$ cat config.mk
export PLATFORM = sky130hd
export DESIGN_NAME = cic_decim_ctrl
export DESIGN_NICKNAME = d
export VERILOG_FILES = /design/src/rtl/cic_decim_ctrl_pkg.sv /design/src/rtl/cic_decim_ctrl.sv
export SDC_FILE = /design/constraint.sdc
export NUM_CORES = 1
export LEC_CHECK = 0
export CORE_UTILIZATION = 45
export DETAILED_ROUTE_END_ITERATION = 8
export PLACE_DENSITY = 0.8
export SYNTH_ARGS = -nofsm -noshare
export SYNTH_HDL_FRONTEND = slang
export SYNTH_SLANG_ARGS = --single-unit
$ cat constraint.sdc
create_clock -name clk -period 2.2 [get_ports clk]
set_input_delay 0.55 -clock clk [delete_from_list [all_inputs] [get_ports clk]]
set_output_delay 0.55 -clock clk [all_outputs]
set_load 0.02 [all_outputs]
$ cat src/rtl/cic_decim_ctrl_pkg.sv
`default_nettype none
// ============================================================================
// Module   : cic_decim_ctrl_pkg
// Brief    : Shared types and constants for the CIC decimator controller.
// Revision : 1.0 - initial release
// ============================================================================
package cic_decim_ctrl_pkg;

    typedef enum logic [1:0] {
        IDLE = 2'd0,
        WARM = 2'd1,
        RUN  = 2'd2
    } cic_state_t;

    localparam int DEF_STAGES = 3;
    localparam int DEF_DELAY  = 2;

    // Comb strobes needed to flush every comb delay element before output is usable
    function automatic int warmup_len(input int stages, input int delay);
        return stages * delay;
    endfunction

    localparam int WARMUP = warmup_len(DEF_STAGES, DEF_DELAY);

endpackage
`default_nettype wire

$ cat src/rtl/cic_decim_ctrl.sv
`default_nettype none
// ============================================================================
// Module   : cic_decim_ctrl
// Brief    : Sequences integrator enable, comb strobes and output valid for a
//            CIC decimator, including comb warm-up after every start.
// Revision : 1.0 - initial release
// ============================================================================
module cic_decim_ctrl
    import cic_decim_ctrl_pkg::*;
#(
    parameter int STAGES    = DEF_STAGES,
    parameter int DELAY     = DEF_DELAY,
    parameter int MAX_RATE  = 256,
    parameter int RATE_BITS = $clog2(MAX_RATE + 1)
) (
    input  logic                 clk,
    input  logic                 rst_n,
    input  logic [RATE_BITS-1:0] cfg_rate,
    input  logic                 cfg_load,
    input  logic                 start,
    input  logic                 stop,
    input  logic                 in_valid,
    output logic                 integ_en,
    output logic                 comb_valid,
    output logic                 out_valid,
    output logic [RATE_BITS-1:0] phase,
    output logic                 busy,
    output logic                 cfg_err
);

    localparam int                     c_warmup    = warmup_len(STAGES, DELAY);
    localparam int                     c_warm_bits = $clog2(c_warmup + 1);
    localparam logic [c_warm_bits-1:0] c_warm_last = c_warm_bits'(c_warmup - 1);
    localparam logic [c_warm_bits-1:0] c_warm_one  = c_warm_bits'(1);
    localparam logic [RATE_BITS-1:0]   c_max_rate  = RATE_BITS'(MAX_RATE);
    localparam logic [RATE_BITS-1:0]   c_rate_one  = RATE_BITS'(1);

    cic_state_t             r_state;
    cic_state_t             w_state_next;
    logic [RATE_BITS-1:0]   r_rate;
    logic [RATE_BITS-1:0]   r_phase;
    logic [c_warm_bits-1:0] r_warm_cnt;
    logic [STAGES-1:0]      r_shift;
    logic                   r_comb_valid;
    logic                   r_comb_tag;
    logic                   r_cfg_err;
    logic                   w_active;
    logic                   w_accept;
    logic                   w_wrap;
    logic                   w_issue;
    logic                   w_warm_done;
    logic                   w_cfg_ok;

    always_ff @(posedge clk or negedge rst_n) begin
        if (!rst_n) begin
            r_state <= IDLE;
        end else begin
            r_state <= w_state_next;
        end
    end

    always_comb begin
        w_state_next = r_state;
        case (r_state)
            IDLE:    if (start && !stop) w_state_next = WARM;
            WARM:    if (stop) w_state_next = IDLE;
                     else if (w_issue && w_warm_done) w_state_next = RUN;
            RUN:     if (stop) w_state_next = IDLE;
            default: w_state_next = IDLE;
        endcase
    end

    always_comb begin
        w_active    = (r_state != IDLE);
        // A stop cycle still enables the integrators but may not launch a strobe
        w_accept    = in_valid && w_active && !stop;
        w_wrap      = (r_phase == r_rate - c_rate_one);
        w_issue     = w_accept && w_wrap;
        w_warm_done = (r_warm_cnt == c_warm_last);
        w_cfg_ok    = (r_state == IDLE) && (cfg_rate != '0) && (cfg_rate <= c_max_rate);
        integ_en    = in_valid && w_active;
        busy        = w_active || (|r_shift);
    end

    always_ff @(posedge clk or negedge rst_n) begin
        if (!rst_n) begin
            r_rate       <= c_rate_one;
            r_phase      <= '0;
            r_warm_cnt   <= '0;
            r_comb_valid <= 1'b0;
            r_comb_tag   <= 1'b0;
            r_cfg_err    <= 1'b0;
            r_shift      <= '0;
        end else begin
            r_comb_valid <= w_issue;
            r_comb_tag   <= w_issue && (r_state == RUN);
            r_cfg_err    <= cfg_load && !w_cfg_ok;
            if (cfg_load && w_cfg_ok) begin
                r_rate <= cfg_rate;
            end
            if (r_state == IDLE) begin
                if (start && !stop) begin
                    r_phase    <= '0;
                    r_warm_cnt <= '0;
                end
            end else if (stop) begin
                r_phase <= '0;
            end else if (w_accept) begin
                r_phase <= w_wrap ? '0 : r_phase + c_rate_one;
                if (w_wrap && (r_state == WARM) && !w_warm_done) begin
                    r_warm_cnt <= r_warm_cnt + c_warm_one;
                end
            end
            // Only strobes launched from RUN travel down the output delay line
            r_shift[0] <= r_comb_valid && r_comb_tag;
            for (int i = 1; i < STAGES; i++) begin
                r_shift[i] <= r_shift[i-1];
            end
        end
    end

    assign comb_valid = r_comb_valid;
    assign out_valid  = r_shift[STAGES-1];
    assign phase      = r_phase;
    assign cfg_err    = r_cfg_err;

endmodule
`default_nettype wire

==> metrics.cfg <==
[worst_setup_path]
end_kind = register
cp_top_family = simple AND/OR/NAND/NOR gates
rr_worst_depth = 8
reg2reg_to = r_warm_cnt[0]
worstSetupPathType = register to register
startpoint = r_rate[0]
path_cells = inv_2 -> ha_4 -> or3_1 -> a31o_1 -> nor4_4 -> nand2_2 -> o211a_1 -> a221o_1
critPathLaunchType = register
endpoint = r_warm_cnt[0]
crit_cells = 8
rr_startpoint = r_rate[0]
r2r_setup_slack_ns = -0.09
crit_path_max_incr_delay_ns = 0.55
cp_slowest_cell = dfstp_2
cp_max_fo = 6
critPathRequiredTime_ns = 2.42
crit_buf_inv = 1
worst_ep_arrival_time_ns = 2.51

[synthesis]
synth_compound_area_frac = 0.1029
synth-async-reset-ratio = 1.000
synth_simple_gate_area_frac = 0.2345
avgSynthCellArea_sq_um = 10.10
yosys-top-cells-count = 28 x dfrtp_1, 16 x nand2_1, 14 x nor2_1, 11 x xor2_1, 9 x mux2_2
ys.flop_type = dfrtp_1
ys_seq_elements = 29
synth-seq-area-share = 0.4497
synth_xor_area_frac = 0.09752
synth_top_family_by_area = simple AND/OR/NAND/NOR gates
yosys.area_share.adder = 0.03096
ys_top_cells_by_area = dfrtp_1 43%, mux2_2 6.3%, xor2_1 6.0%, xnor2_1 3.8%, nand2_1 3.7%
yosys.area.top_type = dfrtp_1
muxShareOfSynthArea = 0.06269
synth_area_sq_um = 1617
synth_nets = 179
ys_types = 45
yosysWarnings = 0
synth_top_area_share = 0.4334
synth-edff-count = 0
yosysMostFrequentCell = dfrtp_1
syn_inst = 160

[clock_tree]
hold_buffers = 0
cts_htree_levels = 2
clk_pin_slew_worst_paths_ns = 0.09
cts_tree = yes
clk_latency_ns = 0.33
clock_sinks = 29
cts_buffer_depth = 2
numCtsBuffers = 5
cts_root_buf = clkbuf_4

[global_routing]
grt_overflow = 0
grt_util_all_layers = 0.2296
grt_max_degree = 30
grt_pass1_wl_mm = 6.244
antenna_found_initial = 0
grt_pass1_vias = 1377

[timing]
rsz0062_at_grt = yes
setup_ws_ns = -0.09399
period_share = 1.043
hold_viol_final = 0
timing.hold.ws_ns = 0.3843
final_max_slew_viol_count = 0
worst_pin_slew_ns = 0.3894
setup_viol = 7
fmax_mhz = 435.9
fin_crit_ns = 2.294
slew_headroom = 0.7380
fin_skew_ns = 0.004296

[die]
die_area_sq_um = 3836
die_y_um = 61.94
fp.dieW_um = 61.94
ios = 29
start_util = 0.4769
num_rows = 21
coreArea_sq_um = 3390

[placed_design]
routabilityCongestion = 0.8638
dpl.hpwl_mm = 2.899
dp.cells = 254
portBuffers = 28
dpl_worst_slack_ns = -0.1845

[final_layout]
multi_input_area_sq_um = 889.6
fillers = 259
diodes = 0
final_nets = 235
area_growth_syn_to_layout_pct = 37.69
seq_area_sq_um = 726.9
fin_cells = 263
drive_above_1_share = 0.2535

[route]
remaining_drc_errors = 0
dr.pass1.iters = 4
antenna_left = 0
wl_met1_mm = 1.692
wl_met2_mm = 2.044
drt-initial-drc-count = 88
vias_per_cell = 5.570
wl_met3_um = 131
routed_wl_mm = 3.920
top_layer = met4
detail_route.wl_per_cell_um = 14.90
vias = 1465

[power]
p_leak_uw = 0.001001
ir_drop_uv = 369.1
p_per_area_nw_per_um2 = 619.6

[outcome]
failed_checks = setup timing
outcome = finished, violations left

[job]
maxCapViolCount = 0

[worst_hold_path]
min_path_type = register to register

[power breakdown]
part           leakage (uW)  switching [uW]  internal [uW]
registers          0.000379            43.4            578
logic              0.000581             184            199
clock network     0.0000413             190            185
[worst min path at each step]
stage / start / endpoint / slack, ns / cells past startpoint
detailed placement: r_shift[1] / r_shift[2] / 0.37 / 0
finish: r_shift[1] / r_shift[2] / 0.38 / 0
global route: r_shift[1] / r_shift[2] / 0.41 / 0
CTS: r_shift[1] / r_shift[2] / 0.39 / 0
floorplan: rst_n / cfg_err / 0.25 / 0
global placement: r_shift[0] / r_shift[1] / 0.36 / 0
[state kept, by name (all words and copies together) (netlist names)]
name and cells:
cfg_err 1, comb_valid 1, phase 9, r_comb_tag 1
r_rate 9, r_shift 3, r_state 2, r_warm_cnt 3
[layer usage]
metal | GRT usage | vias up
met5 | 0 | -
met4 | 0.07619 | 0
met3 | 0.05590 | 6
met2 | 0.3871 | 32
met1 | 0.2899 | 742
li1 | - | 685
[cell usage in the layout, fill, tap and decap left out, types with 3 or more instances in the layout]
cell and count:
clkdlybuf4s50_1 26, o21ai_0 4, xnor2_1 7, buf_4 22, or3_1 3, nor2b_1 3, nand4_1 5, clkbuf_4 5
inv_1 3, nand2_1 16, nand3_1 5, mux2_2 9, nor2_1 14, nor3_1 5, dfrtp_1 28, xor2_1 11
nor4_1 3, and2_1 4, ha_1 3
[layout make-up]
cell class	instances	area share
inverter	4	0.006745
clock inverter	1	0.002248
tap	46	0.02586
clock buffer	7	0.02923
multi-input combinational	124	0.3997
timing repair buffer	52	0.2097
sequential	29	0.3266
[cells by family after synthesis]
family,after synthesis
AO/OA/AOI/OAI,22
XOR/XNOR,18
adder cells (fa/ha/maj),4
buffers and inverters,7
flip-flops,29
multiplexers,9
AND/OR/NAND/NOR,71
[per-stage QoR]
stage | setup TNS [ns] | total power (uW) | instance area [sq um] | utilization
floorplan | -0.04552 | 826.9 | 1634 | -
global placement | -0.9395 | 976.2 | 2137 | 0.6305
detailed placement | -1.896 | 996.0 | 2137 | 0.6305
CTS | -0.3486 | 1383 | 2228 | 0.6574
global route | -1.009 | 1453 | 2226 | 0.6567
finish | -0.4324 | 1379 | 2226 | 0.6567
[repair_timing]
action,in CTS,in global routing
pin swaps,1,1
buffers inserted,1,0
endpoints found under the setup margin,7,12
cloned,0,0
gates resized for setup,8,5
Note: power is estimated with default switching activity, not from simulation.
